--- src/rtl/hazard_detect.sv ---
// rtl/hazard_detect.sv - hazard/exception front-end producing pval/opcode/ctrl for pipeline_ctrl
module hazard_detect #(
  parameter logic [5:0] OP_MUL     = 6'h18,
  parameter logic [5:0] OP_DIV     = 6'h1A,
  parameter int         MUL_CYCLES = 3,
  parameter int         DIV_CYCLES = 8
) (
  input  logic       clk,
  input  logic       rst,
  input  logic       id_valid,
  input  logic [5:0] id_opcode,
  input  logic       id_illegal,
  input  logic       ex_divzero,
  input  logic       mem_lsq_full,
  input  logic       exc_ack,
  output logic       pval,
  output logic [5:0] opcode,
  output logic [2:0] ctrl,
  output logic       mc_busy
);

  typedef enum logic [1:0] {
    IDLE  = 2'd0,
    MULTI = 2'd1,
    TRAP  = 2'd2
  } state_t;

  // Counter load values: the op occupies EX for CYCLES edges, the last one seeing cnt==0.
  localparam logic [3:0] MUL_LOAD = 4'(MUL_CYCLES - 1);
  localparam logic [3:0] DIV_LOAD = 4'(DIV_CYCLES - 1);

  state_t     state;
  logic [3:0] cnt;

  logic set_ill;
  logic set_dz;
  logic set_any;
  logic is_mul;
  logic is_div;
  logic start_mc;

  assign set_ill  = id_valid & id_illegal;
  assign set_dz   = ex_divzero;
  assign set_any  = set_ill | set_dz;
  assign is_mul   = (id_opcode == OP_MUL);
  assign is_div   = (id_opcode == OP_DIV);
  assign start_mc = id_valid & (is_mul | is_div);

  // Sticky causes: a new cause beats a simultaneous acknowledge; LSQ full is a plain registered copy.
  always_ff @(posedge clk or posedge rst) begin
    if (rst) begin
      ctrl <= 3'b000;
    end else begin
      ctrl[0] <= set_ill | (ctrl[0] & ~exc_ack);
      ctrl[1] <= set_dz  | (ctrl[1] & ~exc_ack);
      ctrl[2] <= mem_lsq_full;
    end
  end

  // Control FSM: exception entry outranks multi-cycle completion, which outranks a new start.
  always_ff @(posedge clk or posedge rst) begin
    if (rst) begin
      state   <= IDLE;
      cnt     <= 4'd0;
      pval    <= 1'b1;
      opcode  <= 6'd0;
      mc_busy <= 1'b0;
    end else if (set_any) begin
      state   <= TRAP;
      cnt     <= 4'd0;
      pval    <= 1'b1;
      opcode  <= 6'd0;
      mc_busy <= 1'b0;
    end else begin
      case (state)
        IDLE: begin
          if (start_mc) begin
            cnt     <= is_mul ? MUL_LOAD : DIV_LOAD;
            opcode  <= id_opcode;
            pval    <= 1'b0;
            mc_busy <= 1'b1;
            state   <= MULTI;
          end else begin
            opcode  <= id_valid ? id_opcode : 6'd0;
            pval    <= 1'b1;
          end
        end
        MULTI: begin
          if (cnt == 4'd0) begin
            pval    <= 1'b1;
            mc_busy <= 1'b0;
            state   <= IDLE;
          end else begin
            cnt     <= cnt - 4'd1;
            pval    <= 1'b0;
          end
        end
        TRAP: begin
          pval    <= 1'b1;
          opcode  <= 6'd0;
          cnt     <= 4'd0;
          mc_busy <= 1'b0;
          if (exc_ack) begin
            state <= IDLE;
          end
        end
        default: begin
          state   <= IDLE;
          cnt     <= 4'd0;
          pval    <= 1'b1;
          opcode  <= 6'd0;
          mc_busy <= 1'b0;
        end
      endcase
    end
  end

endmodule

--- config.mk ---
export PLATFORM = sky130hd
export DESIGN_NAME = hazard_detect
export DESIGN_NICKNAME = d
export VERILOG_FILES = /design/src/rtl/hazard_detect.sv
export SDC_FILE = /design/constraint.sdc
export NUM_CORES = 1
export LEC_CHECK = 0
export ABC_AREA = 0
export BUFFER_PORTS_ARGS = -buffer_cell sky130_fd_sc_hd__buf_2
export CAP_MARGIN = 10
export CORE_UTILIZATION = 52
export DETAILED_ROUTE_END_ITERATION = 8
export GPL_TIMING_DRIVEN = 0
export PLACE_DENSITY = 0.8
export REMOVE_ABC_BUFFERS = 1
export SETUP_SLACK_MARGIN = 0.2
export SLEW_MARGIN = 20
export SYNTH_ARGS = -nofsm -noshare
export SYNTH_HDL_FRONTEND = slang
export SYNTH_SLANG_ARGS = --single-unit
--- constraint.sdc ---
create_clock -name clk -period 3.3 [get_ports clk]
set_clock_uncertainty 0.2 [all_clocks]
set_input_delay 0.495 -clock clk [delete_from_list [all_inputs] [get_ports clk]]
set_output_delay 0.495 -clock clk [all_outputs]
set_load 0.02 [all_outputs]
**Yosys cells after proc, flatten, opt, wreduce, memory -nomap -nowiden**

Index checks and enable logic that the tools add are counted.

- Register bits after elaboration: 17
- Input bits: 13
- Output and inout port bits: 11
- Logic and storage cells: 52

- Add/subtract/negate cells: 1
- Eq/ne operators: 9
- Mux-type cells: 22
- Bitwise operators: 9
- Reductions and logical operators: 5

Operators by type and width:

| cell | number |
|---|---|
| $mux 6 | 3 |
| $eq 6x5->1 const B | 2 |
| $mux 4 | 3 |
| $ne 3x3->1 const B | 4 |
| $pmux 6 s2 | 1 |
| $mux 2 | 4 |
| $pmux 4 s2 | 1 |
| $mux 1 | 6 |
| $pmux 2 s3 | 1 |
| $and 1x1->1 | 4 |
| $logic_not 4->1 | 1 |
| $or 1x1->1 | 4 |
| $pmux 1 s2 | 2 |
| $reduce_and 2->1 | 2 |
| $sub 4x1->4 const B | 1 |
| $mux 3 | 1 |
| $reduce_and 3->1 | 1 |
| $eq 2x1->1 const B | 1 |
| $eq 2x2->1 const B | 1 |
| $logic_not 2->1 | 1 |
| $ne 2x2->1 const B | 1 |
| $not 1->1 | 1 |

**Depth between registers and ports, before layout**

Gate-level depths: netlist (run 1).

- Depth in word-level cells: 6
- Gate-level depth with buffers: 6
- Gate-level depth less buffers: 6

**Worst setup path before layout (run 1)**

Ideal clock, no wire load.

- Path kind: in2reg
- From: in id_opcode[0]
- To: reg cnt[3]
- Arrival time: 1.622 ns
- Required time: 2.968 ns
- Path slack: 1.346 ns
- Stages: 4
- Buffers on the path: 0
- Cell sequence: or4b_4 -> or3_4 -> a31oi_1 -> nor2_1

- Word-level cells in the longest chain between the ends: 5

Ends and longest elaborated chain:

| what | line | text |
|---|---|---|
| start, declared | 11 | `input logic [5:0] id_opcode,` |
| $eq 6x5->1, on equally long branches | 45, 46 |  |
| $or 1x1->1 * | 47 | `assign start_mc = id_valid & (is_mul \| is_div);` |
| $and 1x1->1 * | 47 |  |
| $ne 3x3->1 (no line) * | - |  |
| $reduce_and 2->1 (no line) * | - |  |
| end signal, assigned | 78 | `cnt <= is_mul ? MUL_LOAD : DIV_LOAD;` |
| end signal, assigned | 94 | `cnt <= cnt - 4'd1;` |
| end, declared | 33 | `logic [3:0] cnt;` |

Every way passes the cells marked *; elsewhere a longest branch is shown, timed or not.
A chain may end at the register's enable or synchronous reset.

**Worst setup path after layout (run 1)**

- From: reg cnt[0]
- To: reg cnt[1]

- Word-level cells in the longest chain between the ends: 4

Ends and longest elaborated chain:

| what | line | text |
|---|---|---|
| $sub 4x1->4 | 94 |  |
| $mux 4 | 89 | `if (cnt == 4'd0) begin` |
| $pmux 4 s2 | 75 | `case (state)` |
| $mux 4 | 68 | `end else if (set_any) begin` |

Several ways; a longest one is shown, not always the timed one. The select of a mux whose other input is x is not followed.

==> results.toml, run 1 <==
[detailed_routing]
drt_wl_total_mm = 1.440
dr.pass1.iters = 4
m1WireLength_um = 640
dr_wl_met2_um = 726
route.top_layer_used = "met4"
drc = 0
vias_per_cell = 5.347
drtIter0Drc = 11
detail-route-antenna-nets = 0
wl_per_cell_um = 12.20
detailroute.wirelength.met3_um = 55
vias = 631

[global_routing]
track_usage_pct = 20.49
grt_pass1_vias = 514
grt_pass1_wl_mm = 2.125
antenna_found_initial = 0
overflow = 0
grt_max_degree = 21

[timing]
setup_viol = 0
final-max-slew-violation-count = 0
rsz0062_at_grt = "false"
tightest_slew_ns = 0.6311
finalSetupTns_ns = 0
relSlewSlack_pct = 57.88
period_share_pct = 57.59
final-hold-violation-count = 0
finalCriticalPeriod_ns = 1.900
max_freq_mhz = 526.2

[placed_design]
dp_cells = 114
hpwl_mm = 1.058
port_buffers = 23
gp_congestion = 0.6484
placed_area_um2 = 897.1

[final_layout]
syn2layout_area_growth_pct = 18.81
fill_cells = 112
diodes = 0
drive_above_1_share_pct = 33.01
final_nets = 119
multiInputGateArea_um2 = 317.8
final_cells = 118
seqCellArea_um2 = 426.7
final_area_um2 = 924.6
final_util_pct = 68.49

[yosys]
avgSynthCellArea_um2 = 9.728
seq_area_frac_synth_pct = 54.82
synth_cell_type_count = 26
synth_cells = 80
synth_seq_cells = 17
syn-cell-area_um2 = 778.2
ys_warn_count = 0

[power]
p_sw_share_pct = 24.54
clockPowerShare_pct = 30.8
p_leak_nw = 0.4359
p_per_area_mw_per_mm2 = 388.0
p_sw_mw = 0.08803
seq_power_share_pct = 59.9
ir_drop_v = 0.0003028
p_int_mw = 0.2707
power_frac_comb_pct = 9.3

[die]
initial_utilization_pct = 57.65
die_area_mm2 = 0.001655
die_h_um = 40.69
coreArea_mm2 = 0.001350
die_w_um = 40.69
io_pins = 24
rows = 13

[cts]
cts_setup_buffers = 0
clock_latency_ns = 0.29
cts_buffer_depth = 2
numCtsBuffers = 3
clockRootBuffer = "clkbuf_4"
clock-sinks = 17
hold_buffers = 0
cts.clk_slew.worst_paths_ns = 0.10
cts_max_level = 1
cts_tree = "yes"
cts_resized = 0

[min_path]
worstHoldPathType = "in2async"

[worst_setup_path]
crit_fanout = 5
crit_required_ns = 3.31
path_class = "reg2reg"
crit_path_start = "cnt[0]"
reg2reg_from = "cnt[0]"
critPathCaptureType = "flop"
cp.arrival_ns = 1.91
startpoint_type = "flop"

[run]
cap_violations = 0

[run_status]
status = "completed"
-- sequential cells by signal, summed over array words and instances, names as in the netlist --
name and flops:
opcode 6, cnt 4, ctrl 3, state 2, mc_busy 1, pval 1
-- synth_stat cells --
master	n	area [um^2]
nor3_1	1	5.000
or2_2	1	6.260
dfstp_2	1	26.28
or3_4	1	11.26
a22o_1	1	8.760
nand3b_1	4	30.03
or3b_2	1	8.760
a21oi_2	1	8.760
nor3b_1	1	7.510
nor2_1	7	26.28
a21o_1	1	7.510
a31oi_1	3	18.77
or3_1	1	6.260
clkbuf_1	4	15.01
o21bai_1	1	7.510
inv_2	1	3.750
or4b_4	1	13.76
a21oi_1	9	45.04
nand2b_1	1	6.260
inv_1	4	15.01
dfrtp_1	16	400.4
nand2_1	12	45.04
nand3_1	3	15.01
or4b_1	1	10.01
o21ai_0	1	5.000
ha_1	2	25.02
-- worst max-delay path, cell delays in order, from the launching register on --
cell and delay, ns:
dfrtp_1 0.41, inv_1 0.12, ha_1 0.15, or3b_2 0.49, nand2_1 0.18, o21ai_0 0.13, a21oi_1 0.16
-- layer usage --
layer	track usage, %	up-vias
met5	0	-
met3	4.891	4
li1	-	318
met4	7.500	0
met2	36.11	19
met1	23.94	290
-- through the flow --
step | total power [mW] | worst slack [ns] | hold WS (ns)
after global routing | 0.3742 | 1.266 | 0.09211
after CTS | 0.3624 | 1.408 | 0.09405
after detailed placement | 0.2530 | 1.179 | 0.2762
after global placement | 0.2522 | 1.198 | 0.2496
final | 0.3587 | 1.400 | 0.06621
after floorplan | 0.2369 | 1.344 | 0.2203
-- power by group through the flow --
stage	Combinational, mW	Clock (mW)	Sequential (mW)
after floorplan	0.0135	0	0.223
after global placement	0.0334	0	0.219
after detailed placement	0.0342	0	0.219
after CTS	0.0340	0.113	0.215
after global routing	0.0374	0.121	0.216
final	0.0334	0.110	0.215
-- logic make-up (layout without fill, tap and decap cells) --
logic type / Yosys count / after routing / share of synthesized area [%]
AND/OR/NAND/NOR: 35 / 35 / 24.60
AO/OA/AOI/OAI: 17 / 17 / 13.02
flip-flops: 17 / 17 / 54.82
buffers and inverters: 9 / 32 / 4.339
adder cells (fa/ha/maj): 2 / 2 / 3.215
-- worst paths after layout --
kind                       slack, ns       end  cells past startpoint
setup / recovery                1.40    cnt[1]                      6
hold / removal                  0.07   ctrl[2]                      2
setup reg to reg                1.40    cnt[1]                      6
hold reg to reg                 0.29  state[1]                      2
max in group asynchronous       2.43    cnt[1]                      2
min in group clk                0.11   ctrl[2]                      1
-- cell usage in the layout, fill, tap and decap left out, drive strengths merged, types with 2 or more instances in the layout --
cell | netlist | final
clkbuf | 4 | 3
nand3b | 4 | 4
or3 | 2 | 2
a21oi | 10 | 10
buf | 0 | 23
ha | 2 | 2
dfrtp | 16 | 16
nand3 | 3 | 3
a31oi | 3 | 3
nand2 | 12 | 12
inv | 5 | 5
nor2 | 7 | 7
or4b | 2 | 2
-- cell type report --
class | count | area share (%)
Timing Repair Buffer | 23 | 12.45
Inverter | 5 | 2.030
Tap cell | 15 | 2.030
Sequential cell | 17 | 46.14
Clock inverter | 1 | 0.5413
Clock buffer | 3 | 2.436
Multi-Input combinational cell | 54 | 34.37
(Power assumes the default switching activity.)
==> inputs of run 2 (changes only) <==
--- a/config.mk
+++ b/config.mk
@@ -5,13 +5,13 @@
 export SDC_FILE = /design/constraint.sdc
 export NUM_CORES = 1
 export LEC_CHECK = 0
-export ABC_AREA = 0
+export ABC_AREA = 1
 export BUFFER_PORTS_ARGS = -buffer_cell sky130_fd_sc_hd__buf_2
 export CAP_MARGIN = 10
-export CORE_UTILIZATION = 52
+export CORE_UTILIZATION = 50
 export DETAILED_ROUTE_END_ITERATION = 8
 export GPL_TIMING_DRIVEN = 0
-export PLACE_DENSITY = 0.8
+export PLACE_DENSITY = 0.76
 export REMOVE_ABC_BUFFERS = 1
 export SETUP_SLACK_MARGIN = 0.2
 export SLEW_MARGIN = 20
==> constraint.sdc (replaced) <==
create_clock -name clk -period 2 [get_ports clk]
set_clock_uncertainty 0.2 [all_clocks]
set_input_delay 0.3 -clock clk [delete_from_list [all_inputs] [get_ports clk]]
set_output_delay 0.3 -clock clk [all_outputs]
set_load 0.02 [all_outputs]
==> results.toml, run 2 <==
[die]
rows = 14
die_h_um = 44.03
die_area_mm2 = 0.001939
io_pins = 24
initial_utilization_pct = 56.03
die_w_um = 44.03
coreArea_mm2 = 0.001577

[yosys]
synth_top_cell_by_area = "dfrtp_1"
seq_area_frac_synth_pct = 48.30
synth.most_common_cell = "nand2_1"
syn-cell-area_um2 = 883.3
async_flop_share_pct = 100.0
yosys_most_used_dff = "dfrtp_1"
synth_cell_type_count = 20
synth_seq_cells = 17
synth_edf_count = 0
synth_common_cells = "nand2_1, dfrtp_1, inv_1"
synth_top_area_share_pct = 45.33
ys_warn_count = 0
synth.top_cells.by_area = "dfrtp_1, nand2_1, inv_1, nand2_4, nand3_1"
synth_cells = 103
avgSynthCellArea_um2 = 8.576

[cts]
clock-sinks = 17
numCtsBuffers = 3
clock_latency_ns = 0.28
cts_resized = 0
cts_tree = "yes"
clockRootBuffer = "clkbuf_4"
cts.clk_slew.worst_paths_ns = 0.09
cts_max_level = 1
cts_buffer_depth = 2

[power]
p_sw_mw = 0.1712
p_leak_nw = 0.6154
clockPowerShare_pct = 27.9
p_int_mw = 0.4683
power_frac_comb_pct = 15.5
p_per_area_mw_per_mm2 = 595.0
ir_drop_v = 0.0004252
seq_power_share_pct = 56.6
p_sw_share_pct = 26.78

[placed_design]
placed_area_mm2 = 0.001018
gp_congestion = 0.7885
hpwl_mm = 1.284
port_buffers = 23

[worst_setup_path]
critPathCaptureType = "flop"
startpoint_type = "flop"
crit_required_ns = 2.02
crit_fanout = 5
cp.arrival_ns = 1.54
path_class = "reg2reg"

[timing]
max_freq_mhz = 657.8
rsz0062_at_grt = "false"
period_share_pct = 76.01
relSlewSlack_pct = 58.64
finalSetupTns_ns = 0
tightest_slew_ns = 0.6197
final-max-slew-violation-count = 0
setup_viol = 0
finalCriticalPeriod_ns = 1.520
hold_ws_ns = 0.04393
final-hold-violation-count = 0

[global_routing]
overflow = 0
grt_pass1_vias = 691
grt_pass1_wl_mm = 2.898
track_usage_pct = 20.93
grt_max_degree = 18
antenna_found_initial = 0

[detailed_routing]
vias_per_cell = 4.913
drtIter0Drc = 21
dr.pass1.iters = 6
detail-route-antenna-nets = 0
drt_wl_total_mm = 1.668
wl_per_cell_um = 11.19
drc = 0
vias = 732

[final_layout]
mostFrequentLayoutCell = "nand2_1"
final_nets = 149
final_cell_mix = "nand2_1, buf_2, dfrtp_1"
largest_register_ff_count = 6
final_area_mm2 = 0.001075
fill_cells = 135
diodes = 0
reg.largest.list = "opcode (6), cnt (4), ctrl (3)"
largest-register = "opcode"
syn2layout_area_growth_pct = 21.67
drive_above_1_share_pct = 32.33

[min_path]
worstHoldPathType = "in2reg"

[run]
cap_violations = 0

[run_status]
status = "completed"
==> run 2: changes by cell type after synthesis, sizes merged, moves of 3 or more <==
cell / before / now
a21oi: 10 / 2
o21ai: 1 / 9
nand2: 12 / 36
a31oi: 3 / 0
clkbuf: 4 / 0
nand3: 3 / 8
inv: 5 / 16
nand3b: 4 / 1
nor2: 7 / 11
==> run 2: power by group through the flow <==
stage	registers [mW]	logic, mW	clock network [mW]
CTS	0.362	0.0985	0.186
finish	0.362	0.0992	0.178
detailed placement	0.369	0.0950	0
floorplan	0.377	0.0539	0
global route	0.364	0.112	0.203
global placement	0.369	0.0926	0
==> run 2: worst max-delay path, stage by stage, from the launching register on <==
cell and delay [ns]:
dfrtp_1 0.41, inv_1 0.13, ha_1 0.16, nand2_1 0.08, nor2_1 0.18, nand2_4 0.08, nand2_2 0.11, nand2_1 0.06
o21ai_1 0.06
==> run 2: timing repair <==
action / 4_1_cts / 5_1_grt
setup buffers: 0 / 0
hold buffers: 2 / 1
hold endpoints to repair: 17 / 1
==> run 2: path summary, 6_finish.rpt <==
path | slack [ns] | startpoint | end | cells past startpoint
max | 0.48 | cnt[0] | cnt[1] | 8
min | 0.04 | ex_divzero | ctrl[1] | 3
max reg2reg | 0.48 | cnt[0] | cnt[1] | 8
min reg2reg | 0.28 | opcode[2] | opcode[2] | 2
max in group asynchronous | 0.78 | rst | cnt[0] | 3
min in group asynchronous | 0.42 | rst | ctrl[2] | 3
==> run 2: final cells by class <==
class	instances	area, um^2	area share, %
Inverter	16	60.06	5.588
Sequential cell	17	426.7	39.70
Multi-Input combinational cell	70	396.6	36.90
Tap cell	16	20.02	1.863
Timing Repair Buffer	26	145.1	13.50
Clock buffer	4	26.28	2.445
==> run 2: cells by family after synthesis <==
logic type	count (synthesis)	synth area share, %
buffers and inverters	16	6.798
AND/OR/NAND/NOR	56	33.71
AO/OA/AOI/OAI	12	8.358
adder cells (fa/ha/maj)	2	2.832
flip-flops	17	48.30
==> run 2: metal layers <==
layer	share of wire [%]	global-route usage [%]	vias to the layer above
li1	-	-	379
met1	46	26.42	333
met2	48	34.41	18
met3	4.3	4.898	2
met4	1.3	9.091	0
met5	0	0	-
==> run 2: stage by stage <==
stage	total power [mW]	setup WS [ns]	cells	utilization, %
after floorplan	0.4308	0.6124	103	-
after global placement	0.4612	0.5342	142	64.60
after detailed placement	0.4639	0.4962	142	64.60
after CTS	0.6468	0.4674	148	67.54
after global routing	0.6779	0.3110	149	68.17
final	0.6395	0.4797	149	68.17
